`config.mk`:
```
export PLATFORM = sky130hd
export DESIGN_NAME = ft_restore_reader
export DESIGN_NICKNAME = d
export VERILOG_FILES = /design/src/rtl/ft_restore_reader.sv
export SDC_FILE = /design/constraint.sdc
export NUM_CORES = 1
export LEC_CHECK = 0
export CAP_MARGIN = 0
export CORE_MARGIN = 8
export CORE_UTILIZATION = 43
export DETAILED_ROUTE_END_ITERATION = 10
export PLACE_DENSITY = 0.87
export SYNTH_ARGS = -nofsm -noshare
export SYNTH_HDL_FRONTEND = slang
export SYNTH_SLANG_ARGS = --single-unit
```
`constraint.sdc`:
```
create_clock -name clk_i -period 1.9 [get_ports clk_i]
set_input_delay 0.19 -clock clk_i [delete_from_list [all_inputs] [get_ports clk_i]]
set_output_delay 0.19 -clock clk_i [all_outputs]
set_load 0.01 [all_outputs]
```
`src/rtl/ft_restore_reader.sv`:
```
// ft_restore_reader: replays checkpointed register words and the saved PC from memory.
// Optional feature macro FT_RESTORE_SKIP_X0_EN: skip word 0 (x0), start the restore at index 1.
module ft_restore_reader #(
    parameter logic [31:0] BASE_ADDR = 32'h0,
    parameter int unsigned NUM_REGS  = 32,
    parameter int unsigned PC_WORD   = 32
) (
    input  logic        clk_i,
    input  logic        rst_i,
    input  logic        start_i,
    output logic        busy_o,
    output logic        done_o,
    output logic        error_o,
    output logic        req_o,
    input  logic        gnt_i,
    output logic [31:0] addr_o,
    input  logic        rvalid_i,
    input  logic [31:0] rdata_i,
    input  logic        err_i,
    output logic        we_rf_o,
    output logic [4:0]  addr_rf_o,
    output logic [31:0] data_rf_o,
    output logic        load_pc_o,
    output logic [31:0] pc_o
);

`ifdef FT_RESTORE_SKIP_X0_EN
    localparam logic [5:0] FIRST_IDX = 6'd1;
`else
    localparam logic [5:0] FIRST_IDX = 6'd0;
`endif
    localparam int unsigned LAST_REG = NUM_REGS - 1;
    localparam logic [5:0]  LAST_IDX = LAST_REG[5:0];
    localparam logic [5:0]  PC_IDX   = PC_WORD[5:0];

    typedef enum logic [1:0] {
        IDLE,
        REQ,
        WAIT
    } state_t;

    state_t      state_q, state_d;
    logic [5:0]  idx_q, idx_d;
    logic        pc_phase_q, pc_phase_d;
    logic        busy_q, busy_d;
    logic        done_q, done_d;
    logic        error_q, error_d;
    logic        we_rf_q, we_rf_d;
    logic [4:0]  addr_rf_q, addr_rf_d;
    logic [31:0] data_rf_q, data_rf_d;
    logic        load_pc_q, load_pc_d;
    logic [31:0] pc_q, pc_d;

    always_comb begin
        state_d    = state_q;
        idx_d      = idx_q;
        pc_phase_d = pc_phase_q;
        busy_d     = busy_q;
        done_d     = 1'b0;
        error_d    = error_q;
        we_rf_d    = 1'b0;
        addr_rf_d  = addr_rf_q;
        data_rf_d  = data_rf_q;
        load_pc_d  = 1'b0;
        pc_d       = pc_q;

        case (state_q)
            IDLE: begin
                if (start_i) begin
                    state_d    = REQ;
                    idx_d      = FIRST_IDX;
                    pc_phase_d = 1'b0;
                    error_d    = 1'b0;
                    busy_d     = 1'b1;
                end
            end
            REQ: begin
                if (gnt_i) begin
                    state_d = WAIT;
                end
            end
            WAIT: begin
                if (rvalid_i) begin
                    if (err_i) begin
                        error_d = 1'b1;
                        done_d  = 1'b1;
                        busy_d  = 1'b0;
                        state_d = IDLE;
                    end else if (pc_phase_q) begin
                        load_pc_d = 1'b1;
                        pc_d      = rdata_i;
                        done_d    = 1'b1;
                        busy_d    = 1'b0;
                        state_d   = IDLE;
                    end else begin
                        we_rf_d   = 1'b1;
                        addr_rf_d = idx_q[4:0];
                        data_rf_d = rdata_i;
                        state_d   = REQ;
                        // The PC word is always fetched after the last register word.
                        if (idx_q == LAST_IDX) begin
                            idx_d      = PC_IDX;
                            pc_phase_d = 1'b1;
                        end else begin
                            idx_d = idx_q + 6'd1;
                        end
                    end
                end
            end
            default: state_d = IDLE;
        endcase
    end

    always_ff @(posedge clk_i) begin
        if (rst_i) begin
            state_q    <= IDLE;
            idx_q      <= 6'd0;
            pc_phase_q <= 1'b0;
            busy_q     <= 1'b0;
            done_q     <= 1'b0;
            error_q    <= 1'b0;
            we_rf_q    <= 1'b0;
            addr_rf_q  <= 5'd0;
            data_rf_q  <= 32'd0;
            load_pc_q  <= 1'b0;
            pc_q       <= 32'd0;
        end else begin
            state_q    <= state_d;
            idx_q      <= idx_d;
            pc_phase_q <= pc_phase_d;
            busy_q     <= busy_d;
            done_q     <= done_d;
            error_q    <= error_d;
            we_rf_q    <= we_rf_d;
            addr_rf_q  <= addr_rf_d;
            data_rf_q  <= data_rf_d;
            load_pc_q  <= load_pc_d;
            pc_q       <= pc_d;
        end
    end

    // Address is only driven while a request is open so it reads 0 in reset/idle.
    assign req_o     = (state_q == REQ);
    assign addr_o    = req_o ? (BASE_ADDR + {24'd0, idx_q, 2'b00}) : 32'd0;
    assign busy_o    = busy_q;
    assign done_o    = done_q;
    assign error_o   = error_q;
    assign we_rf_o   = we_rf_q;
    assign addr_rf_o = addr_rf_q;
    assign data_rf_o = data_rf_q;
    assign load_pc_o = load_pc_q;
    assign pc_o      = pc_q;

endmodule
```
==> metrics, run 1 <==
Max Transition Viols Final 0; # diodes 0; critical path class register to output port; global-route wire length before repair 16.97 mm; status completed; FFs w/ async S/R, synth 0; Post-synth EDFFs 0; most common cell after layout, fill and taps aside clkdlybuf4s50_1; CTS sink cnt 83; Crit. Startpoint state_q[0]; gpl congestion 0.8529; R2R depth 4; PortBufs 118; crit share post-route 0.9165; Die X approximately 110 um; vias per cell between 5 and 6; Fin. Hold Viols 0; #FFs+latches synth 83; final worst slack 0.1587 ns; Primary FF master, synth dfxtp_1; dpl hpwl 7.729 mm; H-tree level count 3; non-filler cells, final around 650; fill count between 700 and 800; yosys warns 0; sequential-to-total area share from yosys stat 0.4629; Synth cell types 43; Final setup viols 0; fin nets 578; max-cap viol count 0; Die Area ~12,000 sq um; Total GRT Usage 0.1776; grt ovf 0; worst slack, placed 0.1210 ns; minimum clock period 1.741 ns; RSZ-0062 raised after global routing false; drt first pass iters 5; Setup crit start kind register; CP Capture Type output port; CP Max Fanout 7; clock tree root buffer cell clkbuf_8; Leak 1.672 nW; clock slew at reported path FFs 0.08 ns; hold buffers post-CTS 0; layout cell share with drive strength beyond 1 0.07904; routed via count 3,578; Initial Util 0.4391; Core ar. just over 8000 sq um; fmax 574.3 MHz; path category of the worst min-delay check input pin to register; Req. time, crit path 1.71 ns; Post-Route WL 10.66 mm; Mapped Area 3590 sq um; commonest non-fill, non-tap cells in the layout clkdlybuf4s50_1, dfxtp_1, a21oi_1; largest net degree at the start of global routing 40; num rows 33; Post-Place Cells approximately 630; vias in the first global route approximately 3,500; Syn Area/Cell slightly above 8 sq um; IO Count 145; drt initial violations around 170; Clock Latency Late Sink around 0.33 ns; Max VDD drop 0.4040 mV; antenna-violating nets left 0; worst reg2reg path endpoint idx_q[2]; Mapped Cells 435; FF+latch area between 1500 and 2000 sq um; number of remaining DRC errors 0; CTS tree built; flop2flop setup slack about 0.33 ns; multi-input logic area about 1600 sq um; r2r startpoint state_q[1]; Worst Path Arrival roughly 1.6 ns; initial antenna violation count 0; clk_skew 0.004290 ns; Setup TNS Final 0 ns; Power Density 681.5 nW/um^2; Num CTS Buffers 9; Area Growth Syn to Fin 39.28%; Die H between 100 and 150 um; Max Root-Sink Buffers 2; routed length per placed instance 16.42 um; CP endpoint addr_o[5]
-- power by group --
group | total [mW] | internal [mW] | switching [mW]
registers | 1.76 | 1.75 | 0.00713
logic | 0.319 | 0.139 | 0.180
clock network | 1.33 | 0.717 | 0.614
-- kinds of logic after synthesis --
logic type / count (synthesis) / synth area share
AOI/OAI and AO/OA: 164 / 0.2485
adders and majority gates: 1 / 0.003485
buffers and inverters: 72 / 0.1133
DFF: 83 / 0.4629
muxes: 1 / 0.002789
other: 1 / 0.001045
and+or+nand+nor: 113 / 0.1680
-- worst min-delay path by stage --
stage	endpoint	cells after the start	slack (ns)	from
2_1_floorplan	data_rf_o[0]	2	0.34	rdata_i[0]
6_report	addr_rf_o[4]	2	0.14	rst_i
3_3_place_gp	data_rf_o[28]	2	0.46	data_rf_o[28]
3_5_place_dp	pc_o[29]	2	0.47	pc_o[29]
4_1_cts	addr_rf_o[4]	2	0.14	rst_i
5_1_grt	addr_rf_o[4]	2	0.14	rst_i
-- flip-flops by register name, indices dropped and copies added (netlist names) --
register	flops
busy_o	1
pc_o	32
data_rf_o	32
state_q	2
we_rf_o	1
error_o	1
pc_phase_q	1
addr_rf_o	5
done_o	1
load_pc_o	1
idx_q	6
-- area by class of cell --
cell class                      instances  share of cell area
Clock buffer                           13             0.03378
Clock inverter                          3            0.009009
Inverter                                2            0.001502
Multi-Input combinational cell        305              0.3268
Sequential cell                        83              0.3323
Tap cell                              105             0.02628
Timing Repair Buffer                  138              0.2703
-- metal layers --
layer	up-vias	share of wire	global-route usage
li1	1705	-	-
met1	1703	0.39	0.2002
met2	161	0.49	0.3089
met3	9	0.10	0.05988
met4	0	0.012	0.05451
met5	-	0	0
-- synth_stat cells, drive strengths merged, types with 4 or more instances --
| cell type | number | share of area |
|---|---|---|
| nor2b | 4 | 0.0070 |
| o21ai | 71 | 0.099 |
| buf | 42 | 0.082 |
| a21oi | 76 | 0.11 |
| and2 | 6 | 0.010 |
| nor3 | 4 | 0.0056 |
| dfxtp | 83 | 0.46 |
| nand2b | 6 | 0.010 |
| clkbuf | 28 | 0.030 |
| nand3 | 74 | 0.10 |
| nor2 | 5 | 0.0052 |
| nand2 | 4 | 0.0042 |
-- per-stage QoR --
stage          power [mW]  utilization  hold WS (ns)  area (sq um)
6_report            3.407       0.6116        0.1418          5000
5_1_grt             3.550       0.6116        0.1447          5000
4_1_cts             3.420       0.6110        0.1393          4995
3_5_place_dp        2.110       0.5845        0.4681          4778
3_3_place_gp        2.105       0.5845        0.4597          4778
2_1_floorplan       1.990            -        0.3377          3684
-- repair_timing --
| item | in CTS | in global routing |
|---|---|---|
| gates cloned | 0 | 0 |
| resized for setup | 1 | 1 |
| setup buffers | 0 | 0 |
| endpoints found under the setup margin | 2 | 6 |
-- critical path, cell delays in order, from the launching register on --
cell             delay (ns)
dfxtp_1                0.34
nor2b_4                0.18
and2_1                 0.15
clkdlybuf4s50_1        0.55
No activity file was read; power rests on OpenSTA's default activity.
==> run 2, diff against run 1 <==
--- a/config.mk
+++ b/config.mk
@@ -5,9 +5,10 @@
 export SDC_FILE = /design/constraint.sdc
 export NUM_CORES = 1
 export LEC_CHECK = 0
+export ABC_AREA = 1
 export CAP_MARGIN = 0
 export CORE_MARGIN = 8
-export CORE_UTILIZATION = 43
+export CORE_UTILIZATION = 42
 export DETAILED_ROUTE_END_ITERATION = 10
 export PLACE_DENSITY = 0.87
 export SYNTH_ARGS = -nofsm -noshare
==> metrics, run 2 <==
fill count 698 (-2.9%); number of remaining DRC errors 0 (unchanged); clock slew at reported path FFs 0.08 ns (about the same); Max Root-Sink Buffers 2 (unchanged); largest net degree at the start of global routing 78 (+95%); Max Transition Viols Final 0 (unchanged); PortBufs 118 (unchanged); clock tree root buffer cell clkbuf_8; antenna-violating nets left 0 (unchanged); status completed; fmax 593.0 MHz (+3.3%); gpl congestion 0.8459 (-0.82%); global-route wire length before repair 15.36 mm (-9.5%); routed length per placed instance 14.11 um (-14%); Req. time, crit path 1.71 ns (about the same); most common cell in the synthesized netlist nor2_1; CP Capture Type output port; Synth area leader dfxtp_1; yosys warns 0 (unchanged); critical path class register to output port; total design power 3.510 mW (+3.0%); CP Max Fanout 6 (-1); Initial Util 0.4349 (-0.004165); fin nets 597 (+3.3%); grt ovf 0 (unchanged); Final setup viols 0 (unchanged); commonest cells in the netlist nor2_1, dfxtp_1, o21ai_0, buf_4, nand2_1; Mapped Area 3378 sq um (-5.9%); Die H 105.7 um (-1.6%); FFs w/ async S/R, synth 0 (unchanged); most common cell after layout, fill and taps aside nor2_1; Post-Route WL 9.372 mm (-12%); crit share post-route 0.8876 (-0.02889); Die Area 11,170 sq um (-3.1%); vias in the first global route 3,137 (-11%); drt first pass iters 4 (-1); #FFs+latches synth 83 (unchanged); Mapped Cells 444 (+2.1%); Total GRT Usage 0.1654 (-0.01226); Num CTS Buffers 9 (unchanged); hold slack 0.4468 ns (+0.3050 ns); Clock Latency Late Sink 0.34 ns (about the same); vias per cell 4.690 (-15%); Yosys top cell area share 0.4919 (+0.02897); minimum clock period 1.686 ns (-0.05489 ns); initial antenna violation count 0 (unchanged); Worst Tran Pin Value 0.5675 ns; Primary FF master, synth dfxtp_1; Max VDD drop 0.4855 mV (+20%); ranking of synthesized cells by area dfxtp_1, nor2_1, o21ai_0, buf_4, buf_6; max-cap viol count 0 (unchanged); # diodes 0 (unchanged); drt initial violations 169 (-2.3%); multi-input logic area 1380 sq um (-16%); FF+latch area 1665 sq um (+0.23%); Post-Route Utilization 0.6086 (-0.003000); Post-synth EDFFs 0 (unchanged); CTS sink cnt 83 (unchanged); dpl hpwl 7.056 mm (-8.7%); Syn Area/Cell 7.609 sq um (-7.8%); path category of the worst min-delay check input pin to register; Setup crit start kind register; Setup TNS Final 0 ns (unchanged); Area Growth Syn to Fin 39.93%; IO Count 145 (unchanged); RSZ-0062 raised after global routing false; Power Density 742.5 nW/um^2 (+8.9%); layout cell share with drive strength beyond 1 0.06762 (-0.01143); Slew HR 0.6211; Die X 105.7 um (-1.6%); commonest non-fill, non-tap cells in the layout nor2_1, clkdlybuf4s50_1, dfxtp_1; sequential-to-total area share from yosys stat 0.4919 (+0.02897); Core ar. 7767 sq um (-5.0%); clk_skew 0.006297 ns (+0.002007 ns); CTS tree built; routed via count 3,114 (-13%); Worst Path Arrival 1.50 ns (-0.05 ns); Fin. Hold Viols 0 (unchanged); H-tree level count 3 (unchanged); hold buffers post-CTS 0 (unchanged); Leak 1.985 nW (+19%); Synth cell types 24 (-44%); num rows 32 (-3.0%)
[run 2: what timing repair did]
action / 4_1_cts / 5_1_grt
setup endpoints to repair: 6 / 4
resized for setup: 6 / 4
pin swaps: 0 / 0
endpoints found under the hold margin: 0 / 0
setup buffers: 0 / 0
[run 2: final cells by class]
cell class / instances / area share
clock buffer: 9 / 0.02620
clock inverter: 6 / 0.01906
inverter: 21 / 0.01668
multi-input combinational: 317 / 0.2920
sequential: 83 / 0.3523
tap: 102 / 0.02700
timing repair buffer: 126 / 0.2668
[run 2: critical path: stages, from the launching register on]
cell and delay, ns:
dfxtp_4 0.39, inv_2 0.07, nor2_2 0.13, clkdlybuf4s50_1 0.57
[run 2: per-layer routing]
metal	share of wire	vias up	track usage	wire [um]
met5	0	-	0	0
met4	0.013	0	0.05528	118
met3	0.091	12	0.05907	857
met2	0.49	112	0.2842	4558
met1	0.41	1402	0.1853	3838
li1	-	1588	-	-
[run 2: final timing paths]
kind | slack, ns | depth (start not counted) | end | startpoint
max reg2reg | 0.25 | 6 | pc_o[30] | state_q[1]
min | 0.45 | 3 | state_q[1] | gnt_i
min reg2reg | 0.49 | 2 | error_o | error_o
max | 0.21 | 3 | req_o | state_q[0]
[run 2: cells by family after synthesis]
kind of cell,Yosys count,synth area share
buffers and inverters,69,0.1281
adders and majority gates,1,0.003703
other,1,0.001110
DFF,83,0.4919
and+or+nand+nor,200,0.2407
AOI/OAI and AO/OA,90,0.1344
[run 2: stage by stage]
stage	std cells	setup slack, ns	cell area (sq um)
after floorplan	469	0.6314	3472
after global placement	649	0.2292	4499
after detailed placement	649	0.1695	4499
after CTS	664	0.01406	4717
after global routing	664	0.07517	4727
final	664	0.2136	4727
[run 2: power breakdown]
group,internal (mW),switching [mW],total [mW]
clock network,0.738,0.612,1.35
registers,1.77,0.0239,1.79
logic,0.162,0.205,0.367
total,2.67,0.841,3.51
==> run 3, diff against run 2 <==
--- a/config.mk
+++ b/config.mk
@@ -6,6 +6,7 @@
 export NUM_CORES = 1
 export LEC_CHECK = 0
 export ABC_AREA = 1
+export ABC_CLOCK_PERIOD_IN_PS = 1900
 export CAP_MARGIN = 0
 export CORE_MARGIN = 8
 export CORE_UTILIZATION = 42
==> results of run 3 <==
Same layout as run 2: the final DEF is identical, and so are final timing and power.
